## config.mk

```make
export PLATFORM = sky130hd
export DESIGN_NAME = bin_bcd_conv_flat
export DESIGN_NICKNAME = d
export VERILOG_FILES = /design/src/rtl/bcd_pkg.sv /design/src/rtl/bin_bcd_conv_if.sv /design/src/rtl/bcd_dabble_step.sv /design/src/rtl/bin_bcd_conv.sv /design/src/flat_wrapper.sv
export SDC_FILE = /design/constraint.sdc
export NUM_CORES = 1
export LEC_CHECK = 0
export ABC_CLOCK_PERIOD_IN_PS = 2300
export CORE_MARGIN = 1
export CORE_UTILIZATION = 35
export CTS_BUF_LIST = sky130_fd_sc_hd__clkbuf_8
export DETAILED_ROUTE_END_ITERATION = 8
export PLACE_DENSITY = 0.6
export SLEW_MARGIN = 20
export SYNTH_ARGS = -nofsm -noshare
export SYNTH_HDL_FRONTEND = slang
export SYNTH_HIERARCHICAL = 1
export SYNTH_SLANG_ARGS = --single-unit
```

## constraint.sdc

```tcl
create_clock -name sclk -period 2.3 [get_ports sclk]
set_input_delay 0.46 -clock sclk [delete_from_list [all_inputs] [get_ports sclk]]
set_output_delay 0.46 -clock sclk [all_outputs]
set_load 0.005 [all_outputs]
```

## src/rtl/bcd_pkg.sv

```systemverilog
// Shared types and elaboration helpers for the binary-to-BCD converter.
package bcd_pkg;

    typedef enum logic [1:0] {
        IDLE = 2'd0,
        CONV = 2'd1,
        DONE = 2'd2
    } state_e;

    // Smallest digit count d with 10^d > 2^width.
    function automatic int bcd_digits_needed(input int width);
        longint unsigned lim;
        longint unsigned p;
        int d;
        lim = 64'd1 << width;
        p = 64'd1;
        d = 0;
        while (p <= lim && d < 20) begin
            p = p * 64'd10;
            d++;
        end
        return d;
    endfunction

endpackage

```

## src/rtl/bin_bcd_conv_if.sv

```systemverilog
// Upstream binary stream and downstream BCD stream of the converter.
interface bin_bcd_conv_if #(
    parameter int BIN_WIDTH = 16,
    parameter int DIGITS    = 5
);
    logic                  bin_vld;
    logic                  bin_rdy;
    logic [BIN_WIDTH-1:0]  bin_data;
    logic                  signed_mode;
    logic                  bcd_vld;
    logic                  bcd_rdy;
    logic [4*DIGITS-1:0]   bcd_data;
    logic                  bcd_neg;

    modport master (
        output bin_vld, bin_data, signed_mode, bcd_rdy,
        input  bin_rdy, bcd_vld, bcd_data, bcd_neg
    );

    modport slave (
        input  bin_vld, bin_data, signed_mode, bcd_rdy,
        output bin_rdy, bcd_vld, bcd_data, bcd_neg
    );
endinterface

```

## src/rtl/bcd_dabble_step.sv

```systemverilog
// One double-dabble iteration: add 3 to every digit >= 5, then shift {bcd, bin} left by one.
module bcd_dabble_step #(
    parameter int BIN_WIDTH = 16,
    parameter int DIGITS    = 5
) (
    input  logic [4*DIGITS-1:0]  bcd_i,
    input  logic [BIN_WIDTH-1:0] bin_i,
    output logic [4*DIGITS-1:0]  bcd_o,
    output logic [BIN_WIDTH-1:0] bin_o
);
    logic [4*DIGITS-1:0] adj;

    for (genvar g = 0; g < DIGITS; g++) begin : g_dig
        assign adj[4*g +: 4] = (bcd_i[4*g +: 4] >= 4'd5) ? bcd_i[4*g +: 4] + 4'd3
                                                        : bcd_i[4*g +: 4];
    end

    assign {bcd_o, bin_o} = {adj[4*DIGITS-2:0], bin_i, 1'b0};
endmodule

```

## src/rtl/bin_bcd_conv.sv

```systemverilog
// Sequential binary-to-BCD converter, one double-dabble iteration per clock.
module bin_bcd_conv
    import bcd_pkg::*;
#(
    parameter int BIN_WIDTH = 16,
    parameter int DIGITS    = 5,
    parameter bit SIGNED_EN = 1'b0
) (
    input  logic           sclk,
    input  logic           s_rst,
    bin_bcd_conv_if.slave  bus
);
    localparam int CNT_W = $clog2(BIN_WIDTH + 1);
    localparam int BCD_W = 4 * DIGITS;
    localparam logic [CNT_W-1:0] LAST_IT = CNT_W'(BIN_WIDTH - 1);

    if (BIN_WIDTH < 4 || BIN_WIDTH > 32 || DIGITS < bcd_digits_needed(BIN_WIDTH)) begin : g_param_chk
        $fatal(1, "bin_bcd_conv: BIN_WIDTH must be 4..32 and 10^DIGITS must exceed 2^BIN_WIDTH");
    end

    state_e               state_q, state_d;
    logic [CNT_W-1:0]     cnt_q, cnt_d;
    logic [BCD_W-1:0]     acc_q, acc_d, res_q, res_d, step_bcd;
    logic [BIN_WIDTH-1:0] mag_q, mag_d, step_mag, load_mag;
    logic                 sign_q, sign_d, neg_q, neg_d, load_neg, accept;

    bcd_dabble_step #(.BIN_WIDTH(BIN_WIDTH), .DIGITS(DIGITS)) u_step (
        .bcd_i (acc_q),
        .bin_i (mag_q),
        .bcd_o (step_bcd),
        .bin_o (step_mag)
    );

    // Negating the most-negative value wraps to 2^(BIN_WIDTH-1), the correct magnitude.
    assign load_neg = SIGNED_EN && bus.signed_mode && bus.bin_data[BIN_WIDTH-1];
    assign load_mag = load_neg ? -bus.bin_data : bus.bin_data;

    assign bus.bin_rdy  = (state_q == IDLE) || (state_q == DONE && bus.bcd_rdy);
    assign accept       = bus.bin_vld && bus.bin_rdy;
    assign bus.bcd_vld  = (state_q == DONE);
    assign bus.bcd_data = res_q;
    assign bus.bcd_neg  = neg_q;

    always_comb begin
        state_d = state_q;
        cnt_d   = cnt_q;
        acc_d   = acc_q;
        mag_d   = mag_q;
        sign_d  = sign_q;
        res_d   = res_q;
        neg_d   = neg_q;
        unique case (state_q)
            IDLE, DONE: begin
                if (accept) begin
                    state_d = CONV;
                    cnt_d   = '0;
                    acc_d   = '0;
                    mag_d   = load_mag;
                    sign_d  = load_neg;
                end else if (state_q == DONE && bus.bcd_rdy) begin
                    state_d = IDLE;
                end
            end
            CONV: begin
                acc_d = step_bcd;
                mag_d = step_mag;
                cnt_d = cnt_q + CNT_W'(1);
                if (cnt_q == LAST_IT) begin
                    state_d = DONE;
                    res_d   = step_bcd;
                    neg_d   = sign_q && (step_bcd != '0);
                end
            end
            default: state_d = IDLE;
        endcase
    end

    always_ff @(posedge sclk or posedge s_rst) begin
        if (s_rst) begin
            state_q <= IDLE;
            cnt_q   <= '0;
            acc_q   <= '0;
            mag_q   <= '0;
            sign_q  <= 1'b0;
            res_q   <= '0;
            neg_q   <= 1'b0;
        end else begin
            state_q <= state_d;
            cnt_q   <= cnt_d;
            acc_q   <= acc_d;
            mag_q   <= mag_d;
            sign_q  <= sign_d;
            res_q   <= res_d;
            neg_q   <= neg_d;
        end
    end
endmodule
```

## src/flat_wrapper.sv

```systemverilog
// flat-port wrapper written by rule: the top's interface ports become plain ports
module bin_bcd_conv_flat import bcd_pkg::*;
#(
    parameter int BIN_WIDTH = 16,
    parameter int DIGITS    = 5,
    parameter bit SIGNED_EN = 1'b0
)
  (sclk, s_rst, bus_bin_vld, bus_bin_data, bus_signed_mode, bus_bcd_rdy, bus_bin_rdy, bus_bcd_vld, bus_bcd_data, bus_bcd_neg);
  bin_bcd_conv_if #(.BIN_WIDTH(BIN_WIDTH), .DIGITS(DIGITS)) bus_i ();
  input  logic sclk;
  input  logic s_rst;
  input wire logic [$bits(bus_i.bin_vld)-1:0] bus_bin_vld;
  input wire logic [$bits(bus_i.bin_data)-1:0] bus_bin_data;
  input wire logic [$bits(bus_i.signed_mode)-1:0] bus_signed_mode;
  input wire logic [$bits(bus_i.bcd_rdy)-1:0] bus_bcd_rdy;
  output wire logic [$bits(bus_i.bin_rdy)-1:0] bus_bin_rdy;
  output wire logic [$bits(bus_i.bcd_vld)-1:0] bus_bcd_vld;
  output wire logic [$bits(bus_i.bcd_data)-1:0] bus_bcd_data;
  output wire logic [$bits(bus_i.bcd_neg)-1:0] bus_bcd_neg;
  assign bus_i.bin_vld = bus_bin_vld;
  assign bus_i.bin_data = bus_bin_data;
  assign bus_i.signed_mode = bus_signed_mode;
  assign bus_i.bcd_rdy = bus_bcd_rdy;
  assign bus_bin_rdy = bus_i.bin_rdy;
  assign bus_bcd_vld = bus_i.bcd_vld;
  assign bus_bcd_data = bus_i.bcd_data;
  assign bus_bcd_neg = bus_i.bcd_neg;
  bin_bcd_conv #(.BIN_WIDTH(BIN_WIDTH), .DIGITS(DIGITS), .SIGNED_EN(SIGNED_EN)) u_core (.sclk(sclk), .s_rst(s_rst), .bus(bus_i));
endmodule
```

==> flow_summary.toml <==
[final_layout]
diodes = 0
seq_area_mm2 = 0.00158
drive_gt1_share_pct = 26.2
area.growth.synth_to_final_pct = 19.3
final_nets = 329
multi_input_area_mm2 = 0.00144
fillers = 844
layoutNonFillerInstCount = 409

[worst_setup_path]
setup.worst_path.start_class = "input pin"
worstSetupEndpointType = "output port"
path_max_fanout = 3
cp.arrival_ns = 1.68
path_class = "in -> out"
crit_required_ns = 1.84

[route]
drt-wirelength-per-cell_um = 13.5
drt-total-wl_um = 5530
drc = 0
drt_iter0_drc = 59
dr.pass1.iters = 6
vias = 1953
via_per_inst = 4.78
detail-route-antenna-nets = 0

[die]
fp.dieH_um = 98.3
ioPinCount = 44
std_cell_rows = 34
core_area_mm2 = 0.00885
start_util_pct = 36.7
die_w_um = 98.3
design.die.area_mm2 = 0.00966

[yosys]
synth_area_leaders = "dfrtp_1 49%, mux2_2 15%, a22o_1 6.2%"
synth_cell_types = 27
async_flop_share_pct = 100
yosysTopAreaCell = "dfrtp_1"
ys_seq_elements = 63
synthTopCellsByCount = "63 x dfrtp_1, 43 x mux2_2, 23 x a22o_1"
synth.avg_cell_area_um2 = 12.1
synth_top_area_share_pct = 48.6
yosysWarnings = 6
mappedNetlistArea_mm2 = 0.00325
synth-main-ff-cell = "dfrtp_1"
synth_edf_count = 0
synth_cells = 268
yosysMostFrequentCell = "dfrtp_1"
synth_nets = 301
ys_seq_area_share_pct = 48.6

[global_routing]
grt_start_max_net_pins = 64
top_usage_layer = "met2"
grt_pass1_wl_um = 9620
grt.total_usage_pct = 12.8
grt_pass1_vias = 2062
grt_util_met2_pct = 20.5
met1_usage_pct = 16.0
grt_remaining_overflow = 0
use_met3_pct = 3.65
grt_antenna_before_repair = 0

[sta]
setup_tns_ns = 0
skew_ns = 0.00688
fmax_ghz = 0.467
max-slew-margin-rel_pct = 53.3
setup_viol = 0
hold_viol = 0
hold_ws_ns = 0.496
finalCritPeriodShare_pct = 93.2
fin_crit_ns = 2.14
rsz0062_at_grt = "no"
maxSlewViolCount = 0
tightest_slew_ns = 0.700

[clocking]
htree_num_levels = 3
cts_tree = "built"
clk_pin_slew_ns = 0.07
post_cts.resized_instances = 0
numCtsBuffers = 9
root_buffer = "clkbuf_8"
clkSinkCount = 63
cts_setup_buffers = 0
ctsHoldBuffers = 0
clockBufferDepth = 2
clkLatencyLatePin_ns = 0.34

[run_status]
status = "complete, no violations"

[run]
cap_violations = 0

[power]
p_total_mw = 5.66
powerDensity_mw_per_mm2 = 1460
peakVddDrop_v = 0.000646
p_leak_nw = 1.78

[placement]
portBuffers = 41
dpl.hpwl_um = 3530
dp_cells = 393
globalplace.congestion = 0.720

[hold_path]
hold_path.class = "reg -> reg"
-- report_power, final --
group,switching (mW),internal (mW)
clock network,0.419,0.582
logic,1.07,1.57
registers,0.371,1.65
-- cells in the final DEF, fill, tap and decap left out, drive strengths merged, types with 2 or more instances in the layout --
cell           instances
a22o                  23
clkdlybuf4s50         41
clkbuf                12
dfrtp                 63
ha                    12
nand2                 20
o21ai                  9
nor2b                  2
mux2                  53
conb                   2
buf                    5
inv                   16
xnor2                  6
nor2                   5
mux2i                  5
nand2b                11
o2bb2ai                2
a21oi                  8
-- per-layer routing --
metal | vias to the layer above | share of wire, % | routed length (um)
li1 | 961 | - | -
met1 | 947 | 49 | 2690
met2 | 34 | 45 | 2510
met3 | 11 | 4.0 | 222
met4 | 0 | 2.1 | 116
met5 | - | 0 | 0
-- layout make-up --
class / instances / share of cell area (%)
Clock buffer: 12 / 4.27
Clock inverter: 4 / 1.16
Inverter: 14 / 1.36
Multi-Input combinational cell: 162 / 37.1
Sequential cell: 63 / 40.7
Tap cell: 108 / 3.49
Timing Repair Buffer: 46 / 11.9
-- critical path: stages --
cell,delay (ns)
clkdlybuf4s50_1,0.48
inv_1,0.07
a21oi_1,0.15
clkdlybuf4s50_1,0.52
-- sequential cells by signal, indices dropped and copies added, names as in the netlist --
| register | count |
|---|---|
| u_core/state_q | 2 |
| u_core/cnt_q | 5 |
| u_core/acc_q | 20 |
| u_core/mag_q | 16 |
| u_core/bus.bcd_data | 20 |
-- final timing paths --
kind | slack (ns) | start | to | cells past startpoint
setup / recovery | 0.16 | bus_bcd_rdy | bus_bin_rdy | 4
setup reg to reg | 0.42 | u_core/cnt_q[0]$_DFFE_PP0P_ | u_core/bus.bcd_data[17]$_DFFE_PP0P_ | 6
max in group asynchronous | 1.53 | s_rst | u_core/bus.bcd_data[4]$_DFFE_PP0P_ | 3
hold reg to reg | 0.50 | u_core/bus.bcd_data[14]$_DFFE_PP0P_ | u_core/bus.bcd_data[14]$_DFFE_PP0P_ | 1
min in group asynchronous | 0.51 | s_rst | u_core/mag_q[1]$_DFFE_PP0P_ | 3
hold / removal | 0.50 | u_core/bus.bcd_data[14]$_DFFE_PP0P_ | u_core/bus.bcd_data[14]$_DFFE_PP0P_ | 1
-- logic make-up after synthesis --
logic type / count (synthesis) / synth area share [%]
simple gates: 40 / 5.74
flops: 63 / 48.6
other cells: 2 / 0.231
xor+xnor: 6 / 1.62
fa+ha+maj: 12 / 4.63
compound gates: 44 / 10.5
buf+inv: 43 / 7.83
mux: 58 / 20.9
-- metrics by stage --
| stage | worst slack, ns | cell area (um2) | util [%] |
|---|---|---|---|
| after floorplan | 0.270 | 3250 | - |
| after global placement | 0.0854 | 3660 | 41.4 |
| after detailed placement | 0.112 | 3660 | 41.4 |
| after CTS | 0.157 | 3870 | 43.8 |
| after global routing | 0.111 | 3870 | 43.8 |
| final | 0.157 | 3870 | 43.8 |
(Power assumes the default switching activity.)
